--- config.mk ---
export PLATFORM = sky130hd
export DESIGN_NAME = serialize_3d_array
export DESIGN_NICKNAME = d
export VERILOG_FILES = /design/src/rtl/serialize_3d_array.sv
export SDC_FILE = /design/constraint.sdc
export NUM_CORES = 1
export LEC_CHECK = 0
export ABC_AREA = 1
export BUFFER_PORTS_ARGS = -buffer_cell sky130_fd_sc_hd__buf_2
export CORE_AREA = 2 2 219 221
export CTS_CLUSTER_SIZE = 12
export DETAILED_ROUTE_END_ITERATION = 7
export DIE_AREA = 0 0 221 223
export SKIP_CTS_REPAIR_TIMING = 1
export SLEW_MARGIN = 20
export SYNTH_ARGS = -nofsm -noshare
export SYNTH_HDL_FRONTEND = slang
export SYNTH_SLANG_ARGS = --single-unit
--- constraint.sdc ---
create_clock -name clk -period 1.2 [get_ports clk]
set_input_delay 0.06 -clock clk [delete_from_list [all_inputs] [get_ports clk]]
set_output_delay 0.06 -clock clk [all_outputs]
set_load 0.02 [all_outputs]
--- src/rtl/serialize_3d_array.sv ---
// serialize_3d_array
//   Captures a ROWS x COLS frame of BIT_WIDTH-bit elements in one handshake.
//   Streams it out one element per accepted beat, in row-major order.
//   The captured frame stays stable until the next capture or reset.
//
//   Optional feature: define SERIALIZE_3D_ARRAY_INDEX_EN to add the out_row /
//   out_col ports. They carry the coordinates of the element on out_data.
//
//   in_ready, out_valid, out_last and busy come only from registered state.
//   out_data is a mux of the registered frame, indexed by the registered
//   counters.

module serialize_3d_array #(
    parameter int BIT_WIDTH = 4,
    parameter int ROWS      = 8,
    parameter int COLS      = 8
) (
    input  logic                 clk,
    input  logic                 rst,
    input  logic                 in_valid,
    output logic                 in_ready,
    input  logic [BIT_WIDTH-1:0] in [ROWS][COLS],
    output logic                 out_valid,
    input  logic                 out_ready,
    output logic [BIT_WIDTH-1:0] out_data,
    output logic                 out_last,
`ifdef SERIALIZE_3D_ARRAY_INDEX_EN
    output logic [((ROWS > 1) ? $clog2(ROWS) : 1)-1:0] out_row,
    output logic [((COLS > 1) ? $clog2(COLS) : 1)-1:0] out_col,
`endif
    output logic                 busy
);

    // Counter widths never drop below one bit, so a 1x1 frame still has legal counters
    localparam int RW = (ROWS > 1) ? $clog2(ROWS) : 1;
    localparam int CW = (COLS > 1) ? $clog2(COLS) : 1;

    localparam logic [RW-1:0] ROW_MAX = RW'(ROWS - 1);
    localparam logic [CW-1:0] COL_MAX = CW'(COLS - 1);

    typedef enum logic {
        IDLE   = 1'b0,
        STREAM = 1'b1
    } state_t;

    state_t               state_q;
    state_t               state_d;
    logic [RW-1:0]        row_q;
    logic [CW-1:0]        col_q;
    logic [BIT_WIDTH-1:0] frame_q [ROWS][COLS];

    logic capture;
    logic accept;
    logic last;

    // The last element is the only one at both counter maxima
    assign last = (state_q == STREAM) && (row_q == ROW_MAX) && (col_q == COL_MAX);

    // State register; reset drops any partial frame
    always_ff @(posedge clk) begin
        if (rst) state_q <= IDLE;
        else     state_q <= state_d;
    end

    // Next-state and handshake decode, with outputs derived only from state
    always_comb begin
        state_d   = state_q;
        in_ready  = 1'b0;
        out_valid = 1'b0;
        busy      = 1'b0;
        capture   = 1'b0;
        accept    = 1'b0;
        case (state_q)
            IDLE: begin
                in_ready = 1'b1;
                if (in_valid) begin
                    capture = 1'b1;
                    state_d = STREAM;
                end
            end
            STREAM: begin
                out_valid = 1'b1;
                busy      = 1'b1;
                if (out_ready) begin
                    accept = 1'b1;
                    if (last) state_d = IDLE;
                end
            end
            default: state_d = IDLE;
        endcase
    end

    // Row-major position counters; they wrap to [0][0] after the last beat
    always_ff @(posedge clk) begin
        if (rst || capture) begin
            row_q <= '0;
            col_q <= '0;
        end else if (accept) begin
            if (last) begin
                row_q <= '0;
                col_q <= '0;
            end else if (col_q == COL_MAX) begin
                col_q <= '0;
                row_q <= row_q + 1'b1;
            end else begin
                col_q <= col_q + 1'b1;
            end
        end
    end

    // Frame buffer; it is written only on capture, so upstream may change freely mid-stream
    always_ff @(posedge clk) begin
        if (rst) begin
            for (int r = 0; r < ROWS; r++)
                for (int c = 0; c < COLS; c++)
                    frame_q[r][c] <= '0;
        end else if (capture) begin
            frame_q <= in;
        end
    end

    assign out_data = frame_q[row_q][col_q];
    assign out_last = last;

`ifdef SERIALIZE_3D_ARRAY_INDEX_EN
    assign out_row = row_q;
    assign out_col = col_q;
`endif

endmodule
==> qor.tcl, run 1 <==
set qor(drc) 0
set qor(power.ir.vdd_worst_mv) 1.06
set qor(worst_skew_pair.late_latency_ns) 0.58
set qor(ys_ff_latch) 263
set qor(timing.setup.critical_path_class) {flip-flop to primary output}
set qor(violations) {negative setup slack}
set qor(cts_tree) {yes}
set qor(final_period_minus_worst_setup_slack_ns) 2.31
set qor(path_max_fanout) 9
set qor(layout-drive-gt1-share_pct) 37.8
set qor(synthDominantCellAreaShare_pct) 45.3
set qor(critPathLaunchType) {flip-flop}
set qor(area_growth_syn_to_layout_pct) 89.2
set qor(critical_path_required_ns) 1.14
set qor(syn-mean-instance-area_um2) 6.65
set qor(gp_congestion) 0.916
set qor(cts_buffer_depth) 3
set qor(drtAntennaViolNets) 0
set qor(max_clock_freq_ghz) 0.433
set qor(timing.clock.skew_ns) 0.00902
set qor(drt_iter0_drc) 1668
set qor(die-height_um) 223
set qor(final_sum_of_negative_setup_slack_ns) -48.31
set qor(ys_dominant_reg_cell) {dfxtp_1}
set qor(numPlacedInstances) 2588
set qor(timing_max_transition_violations_final) 0
set qor(synth.top_cells.by_area) {dfxtp_1, nor2_1, o21ai_0}
set qor(yosys_warnings) 0
set qor(post_drt_via_cell_ratio) 4.97
set qor(netlist_area_um2) 11600
set qor(final.setup.worst_slack_ns) -1.11
set qor(grt_max_degree) 75
set qor(finish.instance_area_um2) 22000
set qor(drt-wirelength-per-cell_um) 20.4
set qor(max-cap-violations) 0
set qor(synth_cell_type_count) 18
set qor(yosys.cell_count.top_type) {nor2_1}
set qor(synth_top_area_cell) {dfxtp_1}
set qor(placed_area_um2) 14300
set qor(die_area_um2) 49300
set qor(result_of_the_run) {complete, but fails checks}
set qor(drt_first_pass_iters) 7
set qor(grt-ovfl-total) 0
set qor(postSynthCellCount) 1746
set qor(pin_count) 268
set qor(timing_worst_slew_pin_value_ns) 0.337
set qor(setup_repair_after_global_routing_missed_its_margin) {yes}
set qor(post-place-ws_ns) -0.570
set qor(synth_edf_count) 0
set qor(cts_num_sinks) 263
set qor(setup_viol) 269
set qor(synthArstFlopShare_pct) 0
set qor(ys_seq_area_share_pct) 45.3
set qor(stdcell_count) 2992
set qor(max_slew_margin_pct) 77.6
set qor(finalWirelength_mm) 61.2
set qor(die_w_um) 221
set qor(hpwl_after_detailed_placement_mm) 34.3
set qor(grt_pass1_wl_mm) 68.5
set qor(fill_cells) 4268
set qor(cts_buffers) 30
set qor(core-area_um2) 47100
set qor(report.final.hold_viol_count) 0
set qor(place.port_buffers) 267
set qor(path_clk_slew_ns) 0.06
set qor(htreeDepth) 1
set qor(nNetsFinal) 2618
set qor(ctsRootBufferMaster) {clkbuf_16}
set qor(post_route_worst_hold_slack_ns) 0.230
set qor(grt_antenna_before_repair) 5
set qor(post_synth_most_frequent_cells) {nor2_1, nand2_1, dfxtp_1}
set qor(worst_min_delay_path_class) {input pin to flip-flop}
set qor(worstSetupEndpointType) {primary output}
set qor(first_global_vias) 11700
set qor(cp_data_arrival_time_ns) 2.25
set qor(dr_total_vias) 14900
set qor(static-leakage-power_nw) 9.23
set qor(floorplan.initialDensity_pct) 24.6
set qor(grt.total_usage_pct) 17.8
set qor(finalCritPeriodShare_pct) 192
set qor(syn_nets) 2010
set qor(fp-row-count) 80
set qor(powerDensity_nw_per_um2) 1140
worst paths after layout:
check / slack, ns / endpoint / start / depth (start not counted)
setup / recovery: -1.11 / out_data[3] / row_q[0]$_SDFFE_PP0P_ / 13
hold / removal: 0.23 / frame_q[131]$_SDFFE_PP0P_ / in[131] / 4
setup reg to reg: -0.40 / row_q[2]$_SDFFE_PP0P_ / row_q[0]$_SDFFE_PP0P_ / 7
hold reg to reg: 0.50 / frame_q[187]$_SDFFE_PP0P_ / frame_q[187]$_SDFFE_PP0P_ / 2
power breakdown:
| group | total (mW) | internal (mW) | leakage (nW) | switching (mW) |
|---|---|---|---|---|
| clock network | 9.81 | 5.86 | 0.508 | 3.95 |
| registers | 9.92 | 9.42 | 2.18 | 0.507 |
| logic | 5.23 | 2.65 | 6.55 | 2.59 |
| total | 25.0 | 17.9 | 9.23 | 7.05 |
layer usage:
layer | track usage [%] | up-vias | share of wire, %
li1 | - | 6890 | -
met1 | 25.4 | 7084 | 41
met2 | 27.4 | 768 | 48
met3 | 2.71 | 133 | 7.7
met4 | 5.52 | 4 | 3.0
met5 | 0 | - | 0.039
cells in the final DEF (no fill, tap or decap), drive strengths merged:
cell type    netlist  final
ha                 4      4
bufinv             0      3
a211oi             5      5
nand3            216    216
inv               13     14
dlygate4sd3        0    259
diode              0      1
clkinv             1      8
clkinvlp           0      2
dfxtp            263    263
clkbuf            56     89
o21ai            257    257
a21oi              6      6
nor2             516    516
nand2            326    326
a221oi             1      1
buf               82    407
critical path, stage by stage (launching register included):
cell       delay (ns)
dfxtp_4          0.38
buf_12           0.15
clkinv_16        0.08
buf_12           0.15
buf_12           0.14
nand2_1          0.06
nand3_1          0.12
nand3_1          0.12
nand2_1          0.06
nand2_1          0.07
nand3_2          0.07
nand3_2          0.07
nand2_2          0.05
buf_6            0.13
through the flow:
step	total power [mW]	utilization, %
2_1_floorplan	11.3	-
3_3_place_gp	12.6	30.3
3_5_place_dp	12.7	30.3
4_1_cts	22.4	32.5
5_1_grt	25.8	46.6
6_report	25.0	46.6
logic make-up after synthesis:
family	Yosys count	share of synthesized area, %
flops	263	45.3
simple gates	1058	36.5
buf+inv	152	5.97
compound gates	269	11.7
fa+ha+maj	4	0.431
area by class of cell:
class / instances / area (um2) / share of cell area (%)
Antenna cell: 1 / 2.50 / 0.0114
Sequential cell: 263 / 5280 / 24.0
Clock inverter: 9 / 130 / 0.592
Clock buffer: 45 / 910 / 4.14
Inverter: 14 / 116 / 0.529
Timing Repair Buffer: 710 / 7060 / 32.1
Multi-Input combinational cell: 1331 / 7650 / 34.8
Tap cell: 615 / 769 / 3.50
Timing Repair inverter: 4 / 58.8 / 0.268
sequential cells by signal (all words and copies together), names as in the netlist:
signal / cells
row_q: 3
state_q: 1
frame_q: 256
col_q: 3
No activity file was read; power rests on OpenSTA's default activity.
==> run 2, diff against run 1 <==
BUFFER_PORTS_ARGS = not set   (was -buffer_cell sky130_fd_sc_hd__buf_2)
DONT_BUFFER_PORTS = 1   (was not set)
==> run 2 against run 1 <==
Effect of this change:
- the flow still finishes with violations (negative setup slack)
- clock skew grew 0.00060 ns
- combinational power shrank 16%
- total power shrank 1.5%
- register-to-register slack better by 0.06 ns
- critical path depth is 2 lower
- routed wire length decreased by 0.48%
- fmax grew 1.2%
- non-clock buffer count fell by 298
- hold slack got worse by 0.18 ns
- largest power group is now clock
==> qor.tcl, run 2 (same netlist as run 1, synthesis figures left out) <==
set qor(result_of_the_run) {complete, but fails checks} ;# unchanged
set qor(violations) {negative setup slack} ;# unchanged
set qor(cts_buffer_depth) 3 ;# unchanged
set qor(finish.instance_area_um2) 19800 ;# was 22000 um2
set qor(post-place-ws_ns) -0.556 ;# was -0.570 ns
set qor(ctsRootBufferMaster) {clkbuf_16} ;# unchanged
set qor(floorplan.initialDensity_pct) 24.6 ;# unchanged
set qor(finalCritPeriodShare_pct) 190 ;# was 192%
set qor(grt-ovfl-total) 0 ;# unchanged
set qor(drt_iter0_drc) 1664 ;# was 1668
set qor(grt_max_degree) 72 ;# was 75
set qor(timing.clock.skew_ns) 0.00962 ;# was 0.00902 ns
set qor(drt-wirelength-per-cell_um) 22.5 ;# was 20.4 um
set qor(layout_top_registers) {frame_q (256), col_q (3), row_q (3)} ;# unchanged
set qor(layout-drive-gt1-share_pct) 24.0 ;# was 37.8%
set qor(final.setup.worst_slack_ns) -1.08 ;# was -1.11 ns
set qor(cp_common_cell) {nand2_1}
set qor(fill_cells) 4424 ;# was 4268
set qor(path_max_fanout) 9 ;# unchanged
set qor(die_area_um2) 49300 ;# unchanged
set qor(max_slew_margin_pct) 71.9 ;# was 77.6%
set qor(worstSetupEndpointType) {primary output} ;# unchanged
set qor(finalWirelength_mm) 60.9 ;# was 61.2 mm
set qor(setup_viol) 271 ;# was 269
set qor(area_growth_syn_to_layout_pct) 70.4 ;# was 89.2%
set qor(registers.top_by_ff_count) {frame_q} ;# unchanged
set qor(timing.setup.critical_path_class) {flip-flop to primary output} ;# unchanged
set qor(place.port_buffers) 0 ;# was 267
set qor(critical_path.max_stage_delay_ns) 0.41 ;# was 0.38 ns
set qor(cts_num_sinks) 263 ;# unchanged
set qor(critical_path_required_ns) 1.14 ;# about the same
set qor(drc) 0 ;# unchanged
set qor(die_w_um) 221 ;# unchanged
set qor(critPathLaunchType) {flip-flop} ;# unchanged
set qor(worst_skew_pair.late_latency_ns) 0.58 ;# about the same
set qor(final_period_minus_worst_setup_slack_ns) 2.28 ;# was 2.31 ns
set qor(grt_antenna_before_repair) 6 ;# was 5
set qor(max-cap-violations) 0 ;# unchanged
set qor(hpwl_after_detailed_placement_mm) 32.9 ;# was 34.3 mm
set qor(cts_buffers) 31 ;# was 30
set qor(grt_pass1_wl_mm) 65.7 ;# was 68.5 mm
set qor(timing_worst_slew_pin_value_ns) 0.422 ;# was 0.337 ns
set qor(post_route_worst_hold_slack_ns) 0.0515 ;# was 0.230 ns
set qor(fp-row-count) 80 ;# unchanged
set qor(max_clock_freq_ghz) 0.439 ;# was 0.433 GHz
set qor(dr_total_vias) 13900 ;# was 14900
set qor(final_sum_of_negative_setup_slack_ns) -68.35 ;# was -48.31 ns
set qor(die-height_um) 223 ;# unchanged
set qor(critical-path-slowest-cell) {dfxtp_4} ;# unchanged
set qor(power.ir.vdd_worst_mv) 1.20 ;# was 1.06 mV
set qor(cp_data_arrival_time_ns) 2.22 ;# was 2.25 ns
set qor(timing_max_transition_violations_final) 0 ;# unchanged
set qor(path_clk_slew_ns) 0.06 ;# about the same
set qor(htreeDepth) 1 ;# unchanged
set qor(layout.cells.most_common) {nor2_1} ;# unchanged
set qor(drtAntennaViolNets) 0 ;# unchanged
set qor(post_drt_via_cell_ratio) 5.15 ;# was 4.97
set qor(critPathBufInv) 3 ;# was 5
set qor(static-leakage-power_nw) 7.94 ;# was 9.23 nW
set qor(cts_tree) {yes} ;# unchanged
set qor(setup_repair_after_global_routing_missed_its_margin) {yes} ;# unchanged
set qor(layout_common_cells) {nor2_1, nand2_1, dlygate4sd3_1, dfxtp_1, o21ai_0} ;# was nor2_1, nand2_1, dfxtp_1, dlygate4sd3_1, buf_2
set qor(drt_first_pass_iters) 6 ;# was 7
set qor(critical-path-top-delay-family) {simple AND/OR/NAND/NOR gates} ;# was buffers and inverters
set qor(report.final.hold_viol_count) 0 ;# unchanged
set qor(crit_chain) {buf_12 > buf_6 > clkbuf_16 > nand2_1 > nand3_1 > nand3_2 > nand2_1 > nand2_1 > nand3_1 > nand3_2 > nand2_4} ;# was buf_12 > clkinv_16 > buf_12 > buf_12 > nand2_1 > nand3_1 > nand3_1 > nand2_1 > nand2_1 > nand3_2 > nand3_2 > nand2_2 > buf_6
set qor(largest_register_ffs) 256 ;# unchanged
set qor(worst_min_delay_path_class) {input pin to flip-flop} ;# unchanged
set qor(placed_area_um2) 12600 ;# was 14300 um2
set qor(core-area_um2) 47100 ;# unchanged
set qor(grt.total_usage_pct) 17.2 ;# was 17.8%
set qor(powerDensity_nw_per_um2) 1240 ;# was 1140 nW/um2
set qor(pin_count) 268 ;# unchanged
set qor(first_global_vias) 10800 ;# was 11700
set qor(nNetsFinal) 2319 ;# was 2618
set qor(gp_congestion) 0.885 ;# was 0.916
-- run 2: changes by cell type in the layout (fill, tap and decap cells not counted), moves of 7 or more --
cell / before / now
buf_4: 47 / 25
o21ai_0: 104 / 167
buf_2: 259 / 0
nor2_1: 350 / 381
o21ai_2: 127 / 62
nor2_2: 42 / 49
buf_6: 34 / 22
nor2_4: 124 / 86
-- run 2: report_power, final --
part / switching, mW / total [mW] / leakage, nW / internal [mW]
Sequential: 0.495 / 9.91 / 2.18 / 9.42
Clock: 4.03 / 10.3 / 0.549 / 6.28
Combinational: 2.27 / 4.38 / 5.21 / 2.11
-- run 2: worst paths after layout --
kind	cells after the start	slack [ns]	start	endpoint
worst max-delay path	11	-1.08	row_q[0]$_SDFFE_PP0P_	out_data[1]
worst min-delay path	6	0.05	in_valid	frame_q[213]$_SDFFE_PP0P_
worst max register to register	7	-0.34	state_q$_SDFF_PP0_	frame_q[28]$_SDFFE_PP0P_
worst min register to register	2	0.50	frame_q[169]$_SDFFE_PP0P_	frame_q[169]$_SDFFE_PP0P_
-- run 2: final cells by class --
type / count / area (um2) / share of cell area (%)
Timing Repair Buffer: 412 / 5390 / 27.2
Timing Repair inverter: 2 / 32.5 / 0.164
Tap cell: 615 / 769 / 3.89
Sequential cell: 263 / 5280 / 26.7
Inverter: 14 / 92.6 / 0.468
Clock inverter: 13 / 178 / 0.898
Antenna cell: 5 / 12.5 / 0.0632
Clock buffer: 45 / 940 / 4.75
Multi-Input combinational cell: 1331 / 7100 / 35.9
-- run 2: worst register-to-register path, delay by kind of cell, from the launching register on --
| kind | cells | cell delay, ns |
|---|---|---|
| AND/OR/NAND/NOR | 3 | 0.48 |
| flip-flops | 1 | 0.36 |
| buffers and inverters | 4 | 0.59 |
-- run 2: through the flow --
stage / total power, mW / instances / util [%]
after floorplan: 11.3 / 1746 / -
after global placement: 12.1 / 2289 / 26.8
after detailed placement: 12.1 / 2289 / 26.8
after CTS: 22.3 / 2347 / 29.1
after global routing: 25.4 / 2699 / 42.0
final: 24.6 / 2700 / 42.0
-- run 2: routing by layer --
metal | GRT usage, % | vias up | wire [um] | part of all wire [%]
met3 | 4.23 | 151 | 5320 | 8.7
met4 | 3.79 | 2 | 2140 | 3.5
met5 | 0 | - | 13 | 0.021
met2 | 26.5 | 839 | 28900 | 47
met1 | 24.2 | 6599 | 24500 | 40
li1 | - | 6303 | - | -
